### src/rtl/conv_pkg.sv
// conv_pkg: definitions shared by the convolution engine and its result consumers.
//   conv_state_t        - frame state of the result streamer
//   out_rows/out_cols   - valid-convolution output dimensions
//   out_total           - output beats per frame
//   cnt_width           - counter width able to index 0..n-1 (never below 1)
package conv_pkg;

  typedef enum logic [1:0] {
    IDLE   = 2'd0,
    ACTIVE = 2'd1,
    DRAIN  = 2'd2,
    DONE   = 2'd3
  } conv_state_t;

  function automatic int out_rows(input int image_row, input int filter_row);
    return image_row - filter_row + 1;
  endfunction

  function automatic int out_cols(input int image_col, input int filter_col);
    return image_col - filter_col + 1;
  endfunction

  function automatic int out_total(input int image_row, input int image_col,
                                   input int filter_row, input int filter_col);
    return out_rows(image_row, filter_row) * out_cols(image_col, filter_col);
  endfunction

  function automatic int cnt_width(input int n);
    return (n <= 2) ? 1 : $clog2(n);
  endfunction

endpackage

### src/rtl/sync_fifo.sv
// sync_fifo: single-clock FIFO with binary read/write pointers carrying an
// extra wrap bit to tell full from empty.
// Ports:
//   clk, reset (async, active-low)
//   push, din   - write request and data (ignored when full unless popping)
//   pop         - read request (ignored when empty)
//   dout        - head entry, valid whenever empty=0
//   full, empty - occupancy flags
module sync_fifo #(
  parameter int dataWidth = 16,
  parameter int fifoDepth = 8
) (
  input  logic                 clk,
  input  logic                 reset,
  input  logic                 push,
  input  logic                 pop,
  input  logic [dataWidth-1:0] din,
  output logic [dataWidth-1:0] dout,
  output logic                 full,
  output logic                 empty
);

  localparam int AW = $clog2(fifoDepth);

  logic [dataWidth-1:0] mem [fifoDepth];
  logic [AW:0]          wr_ptr_reg;
  logic [AW:0]          rd_ptr_reg;
  logic                 do_push;
  logic                 do_pop;

  assign empty   = (wr_ptr_reg == rd_ptr_reg);
  assign full    = (wr_ptr_reg[AW] != rd_ptr_reg[AW]) &&
                   (wr_ptr_reg[AW-1:0] == rd_ptr_reg[AW-1:0]);
  // A full FIFO can still take a write when the head leaves in the same cycle.
  assign do_push = push && (!full || pop);
  assign do_pop  = pop && !empty;
  assign dout    = mem[rd_ptr_reg[AW-1:0]];

  always_ff @(posedge clk) begin
    if (do_push) begin
      mem[wr_ptr_reg[AW-1:0]] <= din;
    end
  end

  always_ff @(posedge clk or negedge reset) begin
    if (!reset) begin
      wr_ptr_reg <= '0;
      rd_ptr_reg <= '0;
    end else begin
      if (do_push) wr_ptr_reg <= wr_ptr_reg + (AW+1)'(1);
      if (do_pop)  rd_ptr_reg <= rd_ptr_reg + (AW+1)'(1);
    end
  end

endmodule

### src/rtl/conv_result_streamer.sv
// conv_result_streamer: buffers single-cycle convolution results and
// re-emits them as a valid/ready stream tagged with row/frame markers.
// Ports:
//   clk, reset (async, active-low)
//   convDone_, write_data_output - result strobe and value from the engine
//   fullConvDone                 - engine claims the frame is complete
//   m_data, m_valid, m_ready     - output stream
//   m_rowLast, m_frameLast       - markers for the current head beat
//   frameDone                    - one-cycle pulse after the frameLast handshake
//   overflow, frameError         - sticky error flags, cleared by reset only
module conv_result_streamer
  import conv_pkg::*;
#(
  parameter int imageRow     = 220,
  parameter int imageColumn  = 170,
  parameter int filterRow    = 3,
  parameter int filterColumn = 3,
  parameter int dataWidth    = 16,
  parameter int fifoDepth    = 8
) (
  input  logic                 clk,
  input  logic                 reset,
  input  logic                 convDone_,
  input  logic [dataWidth-1:0] write_data_output,
  input  logic                 fullConvDone,
  output logic [dataWidth-1:0] m_data,
  output logic                 m_valid,
  input  logic                 m_ready,
  output logic                 m_rowLast,
  output logic                 m_frameLast,
  output logic                 frameDone,
  output logic                 overflow,
  output logic                 frameError
);

  localparam int OUT_ROWS  = out_rows(imageRow, filterRow);
  localparam int OUT_COLS  = out_cols(imageColumn, filterColumn);
  localparam int OUT_TOTAL = out_total(imageRow, imageColumn, filterRow, filterColumn);
  localparam int ROW_W     = cnt_width(OUT_ROWS);
  localparam int COL_W     = cnt_width(OUT_COLS);
  localparam int IN_W      = cnt_width(OUT_TOTAL + 1);

  localparam logic [ROW_W-1:0] ROW_LAST = ROW_W'(OUT_ROWS - 1);
  localparam logic [COL_W-1:0] COL_LAST = COL_W'(OUT_COLS - 1);
  localparam logic [IN_W-1:0]  IN_TOTAL = IN_W'(OUT_TOTAL);
  localparam logic [IN_W-1:0]  IN_ONE   = IN_W'(1);

  conv_state_t          state_reg, state_next;
  logic [IN_W-1:0]      in_count_reg, in_count_next;
  logic [COL_W-1:0]     col_reg, col_next;
  logic [ROW_W-1:0]     row_reg, row_next;
  logic                 overflow_reg, frame_error_reg;
  logic                 push, pop, drop, full, empty;
  logic                 row_last, frame_last, mismatch;
  logic [dataWidth-1:0] head;

  sync_fifo #(
    .dataWidth(dataWidth),
    .fifoDepth(fifoDepth)
  ) u_fifo (
    .clk  (clk),
    .reset(reset),
    .push (push),
    .pop  (pop),
    .din  (write_data_output),
    .dout (head),
    .full (full),
    .empty(empty)
  );

  assign m_valid    = !empty;
  assign pop        = m_valid && m_ready;
  // Once the frame's inputs are all in, anything else is surplus until DONE.
  assign push       = convDone_ && (state_reg != DRAIN) && (!full || pop);
  assign drop       = convDone_ && !push;
  assign row_last   = m_valid && (col_reg == COL_LAST);
  assign frame_last = row_last && (row_reg == ROW_LAST);
  // DRAIN/DONE imply the count already reached OUT_TOTAL, so they never mismatch.
  assign mismatch   = fullConvDone && (state_reg != DRAIN) && (state_reg != DONE) &&
                      (in_count_reg != IN_TOTAL);

  assign m_data      = m_valid ? head : '0;
  assign m_rowLast   = row_last;
  assign m_frameLast = frame_last;
  assign frameDone   = (state_reg == DONE);
  assign overflow    = overflow_reg;
  assign frameError  = frame_error_reg;

  always_comb begin
    state_next    = state_reg;
    in_count_next = in_count_reg;
    col_next      = col_reg;
    row_next      = row_reg;

    if (pop) begin
      if (col_reg == COL_LAST) begin
        col_next = '0;
        row_next = row_reg + ROW_W'(1);
      end else begin
        col_next = col_reg + COL_W'(1);
      end
    end
    if (push) in_count_next = in_count_reg + IN_ONE;

    unique case (state_reg)
      IDLE: begin
        if (push) state_next = (in_count_next == IN_TOTAL) ? DRAIN : ACTIVE;
      end
      ACTIVE: begin
        if (in_count_next == IN_TOTAL) state_next = DRAIN;
      end
      DRAIN: begin
        if (pop && frame_last) state_next = DONE;
      end
      DONE: begin
        // FIFO is empty here; a strobe in this cycle opens the next frame.
        col_next      = '0;
        row_next      = '0;
        in_count_next = push ? IN_ONE : '0;
        if (push) state_next = (IN_ONE == IN_TOTAL) ? DRAIN : ACTIVE;
        else      state_next = IDLE;
      end
      default: state_next = IDLE;
    endcase
  end

  always_ff @(posedge clk or negedge reset) begin
    if (!reset) begin
      state_reg       <= IDLE;
      in_count_reg    <= '0;
      col_reg         <= '0;
      row_reg         <= '0;
      overflow_reg    <= 1'b0;
      frame_error_reg <= 1'b0;
    end else begin
      state_reg    <= state_next;
      in_count_reg <= in_count_next;
      col_reg      <= col_next;
      row_reg      <= row_next;
      if (drop)     overflow_reg    <= 1'b1;
      if (mismatch) frame_error_reg <= 1'b1;
    end
  end

endmodule

### config.mk
export PLATFORM = sky130hd
export DESIGN_NAME = conv_result_streamer
export DESIGN_NICKNAME = d
export VERILOG_FILES = /design/src/rtl/conv_pkg.sv /design/src/rtl/sync_fifo.sv /design/src/rtl/conv_result_streamer.sv
export SDC_FILE = /design/constraint.sdc
export NUM_CORES = 1
export LEC_CHECK = 0
export CAP_MARGIN = 15
export CORE_MARGIN = 1
export CORE_UTILIZATION = 50
export DETAILED_ROUTE_END_ITERATION = 7
export GPL_TIMING_DRIVEN = 0
export HOLD_SLACK_MARGIN = 0.12
export PLACE_DENSITY = 0.74
export SETUP_SLACK_MARGIN = 0.4
export SYNTH_ARGS = -nofsm -noshare
export SYNTH_HDL_FRONTEND = slang
export SYNTH_HIERARCHICAL = 1
export SYNTH_SLANG_ARGS = --single-unit
### constraint.sdc
create_clock -name clk -period 3.9 [get_ports clk]
set_input_delay 0.78 -clock clk [delete_from_list [all_inputs] [get_ports clk]]
set_output_delay 0.78 -clock clk [all_outputs]
set_load 0.05 [all_outputs]
After elaboration in Yosys (flattened, before gate mapping)
Memory sizes are Yosys's and may differ from the RTL's. Cells that the tools add are included.

$add $sub $neg: 5. Equal/unequal tests: 15. Multiplexer cells: 18. Reduce and logical (&&, ||, !) cells: 22.

Operators by type and width (count): two-way mux 16 bit (3); two-way mux 8 bit (6); adder 16 x 1 -> 16 bit, second input constant (1); adder 8 x 1 -> 8 bit, second input constant (2); equality test 16 bit, second input constant (1); equality test 8 bit, second input constant (2); != test 16 bit, second input constant (1); logical AND 1 bit (13); != test 2 bit, second input constant (5); adder 4 x 1 -> 4 bit, second input constant (2); two-way mux 2 bit (4); one-hot mux 2 bit (4 select lines) (1); equality test 2 bit, second input constant (2); equality test 4 bit (1); two-way mux 1 bit (4); nonzero test 2 bit (2); equality test 3 bit (1); logical NOT 1 bit (3); AND reduction 3 bit (1); equality test 2 x 1 -> 1 bit, second input constant (1); logical NOT 2 bit (1); AND reduction 2 bit (1); logical OR 1 bit (1); != test 1 bit (1).

Flip-flop bits (word level): 44. Bits in writable memories: 128. Bits of input ports: 21. Output and inout bits: 22. Memories kept: 1.

Memories: u_fifo.mem (depth 8, width 16, rd ports 1, clocked after memory_dff 0, write ports 1, line sync_fifo.sv:25) `logic [dataWidth-1:0] mem [fifoDepth];`.

Longest topological paths before layout
Gate-level depths: netlist of the first run.

Word-level depth: 10. Mapped depth: 13. Depth with buffers taken out: 10.

By module
Netlist of the first run, hierarchy kept.

Modules (own cells, without submodules): sync_fifo (instances 1, cells each 243, area an instance 5462.7 um2); conv_result_streamer (instances 1, cells each 265, area an instance 2353.5 um2).

Least setup slack after synthesis of the first run
OpenSTA, ideal clock, no wires.

Path kind: reg2reg. From: register u_fifo.rd_ptr_reg[0]. To: memory u_fifo.mem[3][0], enable pin. Arrival time: 3789 ps. Required time: 3464 ps. Slack: -325 ps. Stages on the path, launching flop included: 12. Path buffers: 4. Period minus slack after synthesis: 4225 ps. Cells stage by stage: dfrtp_1 > buf_6 > xnor2_1 > nand3_1 > buf_6 > nor2_1 > nand2b_4 > buf_2 > inv_1 > clkbuf_1 > nor3_2 > nor4b_1.

Word-level cells in the longest chain between the ends: 8. Elaborated cells on any way between the ends: 11. Classes of those cells: eq/ne: 2; mux: 2; reduce/logical: 7.

Ends and longest elaborated chain: start: declaration (line sync_fifo.sv:27) `logic [AW:0] rd_ptr_reg;`; start signal: assignment (line sync_fifo.sv:51) `if (do_pop) rd_ptr_reg <= rd_ptr_reg + (AW+1)'(1);`; equality test 4 bit * (line sync_fifo.sv:31) `assign empty = (wr_ptr_reg == rd_ptr_reg);`; via empty (line conv_result_streamer.sv:53) `logic push, pop, drop, full, empty;`; logical NOT 1 bit * (line conv_result_streamer.sv:71) `assign m_valid = !empty;`; logical AND 1 bit * (line conv_result_streamer.sv:72) `assign pop = m_valid && m_ready;`; via pop (line conv_result_streamer.sv:53); logical OR 1 bit * (line sync_fifo.sv:35, conv_result_streamer.sv:74); logical AND 1 bit (line conv_result_streamer.sv:74) `assign push = convDone_ && (state_reg != DRAIN) && (!full || pop);`; logical AND 1 bit * (line sync_fifo.sv:35) `assign do_push = push && (!full || pop);`; two-way mux 1 bit * (line sync_fifo.sv:40) `if (do_push) begin`; two-way mux 1 bit (not written as such) * (line sync_fifo.sv:41) `mem[wr_ptr_reg[AW-1:0]] <= din;`; end: declaration (line sync_fifo.sv:25).

The timed path passes the listed nets; every way through them passes the cells marked *.

Worst setup path in the final report of the first run
From: register u_fifo.wr_ptr_reg[2]. To: output port m_data[13].

Word-level cells in the longest chain between the ends: 2.

Ends and longest elaborated chain: start: declaration (line sync_fifo.sv:26) `logic [AW:0] wr_ptr_reg;`; start signal: assignment (line sync_fifo.sv:50) `if (do_push) wr_ptr_reg <= wr_ptr_reg + (AW+1)'(1);`; equality test 4 bit (line sync_fifo.sv:31); via empty (line conv_result_streamer.sv:53); two-way mux 16 bit (line conv_result_streamer.sv:82) `assign m_data = m_valid ? head : '0;`; end: declaration (line conv_result_streamer.sv:26) `output logic [dataWidth-1:0] m_data,`.

The timed path passes the listed nets, and every way through them passes these cells.

==> results of run 1 <==
==> report_power, final <==
| group | internal [uW] | total, uW | switching, uW | leakage [uW] |
|---|---|---|---|---|
| Clock | 955 | 1670 | 714 | 0.000287 |
| Sequential | 2020 | 2080 | 61.1 | 0.00172 |
| Combinational | 777 | 1970 | 1200 | 0.00150 |
| Total | 3750 | 5720 | 1970 | 0.00350 |
==> area by class of cell <==
type                       instances  area (sq um)
multi-input combinational        297          2800
clock inverter                    14           159
fill                            1097          5770
buffer                            25           156
clock buffer                      17           425
timing repair buffer              71           657
tap                              188           235
sequential                       172          4940
inverter                          14          52.6
==> placed cells by master, fill, tap and decap left out, drive strengths merged, types with 5 or more instances in the layout <==
cell type and count:
a21oi 13, a211oi 5, mux2 18, nand3 14, inv 20, nor4 6, edfxtp 128, clkdlybuf4s50 23
dfrtp 44, xor2 15, mux4 32, dlygate4sd2 14, nor2 47, o21ai 7, nand2 22, buf 43
nand4 13, clkbuf 32, ha 12, nor2b 16, clkinv 5, xnor2 19, nor3 9
==> metrics by stage <==
stage | TNS [ps] | cells | util
6_report | 0 | 798 | 0.620
5_1_grt | 0 | 798 | 0.620
4_1_cts | 0 | 790 | 0.617
3_5_place_dp | -38450 | 751 | 0.571
3_3_place_gp | -168110 | 738 | 0.558
2_1_floorplan | -4680 | 508 | -
==> critical path, delay by kind of cell (launching register included) <==
kind	cells	cell delay (ps)
buffers and inverters	4	1230
and+or+nand+nor	3	430
DFF	1	360
xor gates and xnor gates	1	150
==> metal layers <==
| layer | vias to the layer above | global-route usage |
|---|---|---|
| li1 | 2144 | - |
| met1 | 2358 | 0.274 |
| met2 | 145 | 0.348 |
| met3 | 30 | 0.0498 |
| met4 | 0 | 0.0882 |
| met5 | - | 0 |
==> kinds of logic (layout without fill, tap and decap cells) <==
group	count (synthesis)	count (layout)	synth area share
compound gates	50	50	0.0504
xor+xnor	34	34	0.0381
fa+ha+maj	12	12	0.0192
buf+inv	39	141	0.0253
flops	172	172	0.633
mux	52	52	0.131
simple gates	149	149	0.103
==> what timing repair did <==
| action | in CTS | in global routing |
|---|---|---|
| gates resized for setup | 33 | 8 |
| hold buffers | 0 | 0 |
| buffers inserted | 8 | 8 |
| cloned | 0 | 0 |
| endpoints found under the setup margin | 155 | 58 |
| pin swaps | 3 | 5 |
==> final timing paths <==
kind                                    end  slack (ps)  cells after the start
max                              m_data[13]         520                      8
min                              col_reg[5]         200                      1
max reg2reg                u_fifo/mem[2][6]         540                     14
min reg2reg                        overflow         460                      1
max in group asynchronous      state_reg[1]        3250                      2
min in group clk                   overflow         460                      1
==> flow_metrics.py, run 1 <==
metrics = {
    "setup_path": {
        "arrival_ps": 2600,
        "endpoint_kind": "primary output",
        "crit_type": "flop to primary output",
        "cpMostUsedCell": "clkbuf_4",
        "critPathSlowestCell": "dlygate4sd2_1",
        "slowest_delay_ps": 550,
        "crit_fanout": 10,
        "worstPathCellList": "clkbuf_4, xnor2_1, nand3_1, buf_6, nor2_4, clkbuf_4, nor2b_1, dlygate4sd2_1",
        "r2r_start": "u_fifo/wr_ptr_reg[1]",
        "crit_start": "u_fifo/wr_ptr_reg[2]",
        "worstPathRequired_ps": 3120,
        "startpoint_type": "flop",
    },
    "route": {
        "num_vias": 4677,
        "via_per_inst": 5.86,
        "wl_microns": 15800,
        "drt_first_pass_iters": 6,
        "routed.top_layer": "met4",
        "first_iter_violations": 338,
        "wl_met3_microns": 707,
        "wl_met2_microns": 7880,
        "route.antenna.remaining_nets": 0,
        "drc": 0,
        "wl_per_cell_microns": 19.8,
        "wl_met1_microns": 6850,
    },
    "yosys": {
        "synth_top_area_share": 0.492,
        "yosysMostFrequentCell": "edfxtp_1",
        "yosysWarningCount": 6,
        "synth_area_leaders": "edfxtp_1 49%, dfrtp_1 14%, mux4_1 7.4%",
        "synth_edf_count": 128,
        "synthCells": 508,
        "netlist_area_sq_um": 7820,
        "synth_ff_type": "edfxtp_1",
        "syn_nets": 541,
        "syn_area_per_cell_sq_um": 15.4,
        "synth.largest_area_cell": "edfxtp_1",
        "ys_seq_area_frac": 0.633,
        "ys_async_sr_fraction": 0.256,
        "ys_seq_elements": 172,
        "ys_top_cells_by_count": "128 x edfxtp_1, 47 x nor2_1, 44 x dfrtp_1",
        "synth_cell_types": 65,
    },
    "global_routing": {
        "grt_pass1_vias": 4794,
        "grt_pass1_wl_microns": 25400,
        "grt_overflow": 0,
        "grt_antenna_before_repair": 0,
        "grt_max_degree": 38,
        "track_usage": 0.212,
    },
    "clock_network": {
        "htree_levels": 4,
        "ctsRootBufferMaster": "clkbuf_16",
        "path_clk_slew_ps": 60,
        "cts_made_buffers": 17,
        "clock_sinks": 172,
        "clock_path_buffers": 2,
        "clk_latency_ps": 430,
        "cts_tree": "done",
    },
    "floorplanning": {
        "die_x_microns": 127,
        "ioPinCount": 43,
        "die_h_microns": 127,
        "dieArea_sq_um": 16100,
        "initial_core_util": 0.514,
        "row_count": 45,
        "core_sq_um": 15200,
    },
    "power": {
        "total_leakage_power_uw": 0.00350,
        "finalPower_uw": 5720,
        "powerDensity_nw_per_um2": 607,
        "peakVddDrop_mv": 0.578,
    },
    "placement": {
        "port_buffers": 42,
        "place_congestion": 0.859,
        "placed_area_sq_um": 8680,
        "place_ws_ps": -435,
        "hpwl_microns": 10400,
    },
    "outcome": {
        "status": "finished, final reports clean",
    },
    "finish": {
        "syn_to_final_growth_pct": 20.7,
        "diodes": 0,
        "drive_gt1_frac": 0.220,
        "largest_reg_flops": 128,
        "fin_nets": 631,
        "final_area_sq_um": 9430,
    },
    "sta": {
        "setup_viol": 0,
        "worst_slew_pin_slew_ps": 643,
        "final-hold-violation-count": 0,
        "period_minus_slack_ps": 3380,
        "fin_crit_sh": 0.868,
        "holdWs_ps": 201,
        "max_freq_mhz": 296,
        "skew_ps": 16.6,
        "fin_ws_ps": 516,
        "rsz0062_at_grt": "true",
        "maxSlewViolCount": 0,
        "relSlewSlack": 0.570,
    },
    "hold_path": {
        "hold_class": "primary input to asynchronous set/reset pin",
    },
    "run": {
        "maxCapViolations": 0,
    },
}
No activity file was read; power rests on OpenSTA's default activity.
==> run 2: changes to the inputs <==
--- a/config.mk
+++ b/config.mk
@@ -15,5 +15,4 @@
 export SETUP_SLACK_MARGIN = 0.4
 export SYNTH_ARGS = -nofsm -noshare
 export SYNTH_HDL_FRONTEND = slang
-export SYNTH_HIERARCHICAL = 1
 export SYNTH_SLANG_ARGS = --single-unit
==> run 2 against run 1 <==
  * Clock skew decreased by 6.5 ps
  * Synthesized area down 1.3%
  * Critical endpoint is now m_frameLast
  * Register-to-register slack improved by 90 ps
  * Core utilization fell by 1.7 points
  * Routed wire length rose by 3.0%
  * Count of clock-buffer cells in the layout is 1 higher
  * Largest cell class unchanged
==> flow_metrics.py, run 2 <==
metrics = {
    "yosys": {
        "synthAdderAreaFrac": 0.0195,
        "ys_async_sr_fraction": 0.256,
        "ys_seq_elements": 172,
        "netlist_area_sq_um": 7710,
        "synth.largest_area_cell": "edfxtp_1",
        "synth_xor_area_frac": 0.0404,
        "synth_edf_count": 128,
        "syn_area_per_cell_sq_um": 14.8,
        "ys_seq_area_frac": 0.641,
        "yosysMostFrequentCell": "edfxtp_1",
        "synth_top_family_by_area": "multiplexers",
        "synthSimpleGateAreaFrac": 0.111,
        "yosysWarningCount": 0,
        "synth_area_leaders": "edfxtp_1 50%, dfrtp_1 14%, mux4_2 9.3%",
        "synth_cell_types": 57,
        "synth_top_area_share": 0.498,
        "synthCells": 521,
        "syn_nets": 554,
        "ys_top_cells_by_count": "128 x edfxtp_1, 58 x nor2_1, 44 x dfrtp_1",
        "synth_compound_area_frac": 0.0435,
        "synth_ff_type": "edfxtp_1",
        "muxShareOfSynthArea": 0.122,
    },
    "finish": {
        "largest_reg_flops": 128,
        "syn_to_final_growth_pct": 18.6,
        "layout_commonest_cell": "edfxtp_1",
        "layout_common_cells": "128 x edfxtp_1, 57 x nor2_1, 44 x dfrtp_1, 32 x nand2_1, 32 x mux4_2",
        "drive_gt1_frac": 0.204,
        "fin_nets": 630,
        "diodes": 0,
    },
    "route": {
        "first_iter_violations": 411,
        "drt_first_pass_iters": 5,
        "num_vias": 4647,
        "via_per_inst": 5.83,
        "wl_microns": 16300,
        "wl_per_cell_microns": 20.4,
        "route.antenna.remaining_nets": 0,
        "drc": 0,
    },
    "setup_path": {
        "cpLargestDelayFamily": "simple AND/OR/NAND/NOR gates",
        "critPathSlowestCell": "or4b_2",
        "worstPathCellList": "ha_1, nand4b_1, or4b_2, nor3_1, dlygate4sd2_1",
        "worstPathRequired_ps": 3120,
        "r2r-end": "state_reg[0]",
        "r2r_cells": 9,
        "crit_type": "flop to primary output",
        "regToRegSetupSlack_ps": 630,
        "r2r_start": "state_reg[0]",
        "arrival_ps": 2660,
        "endpoint_kind": "primary output",
        "crit_buf_inv": 1,
        "slowest_delay_ps": 650,
        "crit_fanout": 5,
        "startpoint_type": "flop",
    },
    "sta": {
        "maxSlewViolCount": 0,
        "fin_crit_sh": 0.883,
        "rsz0062_at_grt": "true",
        "worst_slew_pin_slew_ps": 925,
        "skew_ps": 10.0,
        "setup_viol": 0,
        "setup_tns_ps": 0,
        "relSlewSlack": 0.380,
        "max_freq_mhz": 290,
        "period_minus_slack_ps": 3440,
        "final-hold-violation-count": 0,
    },
    "clock_network": {
        "cts_tree": "done",
        "holdBufCountCts": 0,
        "clk_latency_ps": 430,
        "htree_levels": 4,
        "path_clk_slew_ps": 70,
        "clock_sinks": 172,
        "clock_path_buffers": 2,
        "ctsRootBufferMaster": "clkbuf_16",
        "cts_made_buffers": 17,
    },
    "run": {
        "maxCapViolations": 0,
    },
    "floorplanning": {
        "ioPinCount": 43,
        "die_h_microns": 126,
        "die_x_microns": 126,
        "dieArea_sq_um": 15900,
        "initial_core_util": 0.509,
        "core_sq_um": 15100,
        "row_count": 45,
    },
    "outcome": {
        "status": "finished, final reports clean",
    },
    "power": {
        "peakVddDrop_mv": 0.808,
        "powerDensity_nw_per_um2": 762,
        "total_leakage_power_uw": 0.00335,
        "finalPower_uw": 6960,
    },
    "global_routing": {
        "grtUsageMet3": 0.0590,
        "grtUsageMet2": 0.381,
        "track_usage": 0.222,
        "grt_pass1_wl_microns": 26000,
        "grt_overflow": 0,
        "grt_antenna_before_repair": 0,
        "grt.busiest_layer": "met2",
        "grt_use_met1": 0.272,
        "grt_max_degree": 33,
        "grt_pass1_vias": 4950,
    },
    "placement": {
        "hpwl_microns": 11100,
        "port_buffers": 42,
        "place_congestion": 0.876,
    },
    "hold_path": {
        "hold_class": "primary input to asynchronous set/reset pin",
    },
}
-- run 2: cell type report --
class,instances,area (sq um)
clock inverters,13,106
fillers,1156,6000
well taps,188,235
multi-input cells,314,2670
plain buffers,28,170
repair buffers,57,563
inverters,7,26.3
clock buffers,18,429
flip-flops and latches,172,4940
-- run 2: power breakdown --
part / switching (uW) / internal (uW) / total, uW / leakage [uW]
clock network: 722 / 826 / 1550 / 0.000255
registers: 113 / 2280 / 2390 / 0.00174
logic: 1960 / 1060 / 3030 / 0.00136
-- run 2: kinds of logic (layout without fill, tap and decap cells) --
logic type,after synthesis,count (layout)
AO/OA/AOI/OAI,45,45
multiplexers,53,53
flip-flops,172,172
adder cells (fa/ha/maj),12,12
buffers and inverters,35,123
XOR/XNOR,33,33
AND/OR/NAND/NOR,171,171
-- run 2: per-layer routing --
metal,vias up,wire (microns),part of all wire
met5,-,0,0
met4,0,262,0.016
met3,22,745,0.046
met2,131,8520,0.52
met1,2368,6770,0.42
li1,2126,-,-
-- run 2: how the worst max path moves through the flow --
| stage | depth (start not counted) | start | endpoint |
|---|---|---|---|
| final | 5 | col_reg[0] | m_frameLast |
| after global routing | 8 | m_ready | state_reg[0] |
| after CTS | 6 | u_fifo.rd_ptr_reg[1] | m_data[12] |
| after detailed placement | 7 | u_fifo.wr_ptr_reg[1] | m_data[12] |
| after global placement | 5 | convDone_ | u_fifo.mem[0][10] |
| after floorplan | 4 | convDone_ | u_fifo.mem[0][0] |
-- run 2: timing repair --
action | CTS | global route
cloned | 0 | 0
setup buffers | 1 | 0
resized for setup | 31 | 9
endpoints found under the setup margin | 18 | 31
-- run 2: metrics by stage --
stage / instances / hold WS, ps / utilization / setup WS (ps) / cell area (sq um)
finish: 797 / 244 / 0.604 / 457 / 9140
global route: 797 / 249 / 0.604 / 394 / 9140
CTS: 797 / 237 / 0.603 / 416 / 9130
detailed placement: 765 / 447 / 0.567 / -82.5 / 8590
global placement: 751 / 439 / 0.553 / -1960 / 8380
floorplan: 521 / 461 / - / 536 / 7720
-- run 2: worst register-to-register path: cells and delay by family (launching register included) --
family                   cells  cell delay (ps)
AO/OA/AOI/OAI                2             1070
adder cells (fa/ha/maj)      1              280
buffers and inverters        1              110
flip-flops                   1              390
multiplexers                 1              340
AND/OR/NAND/NOR              4              970
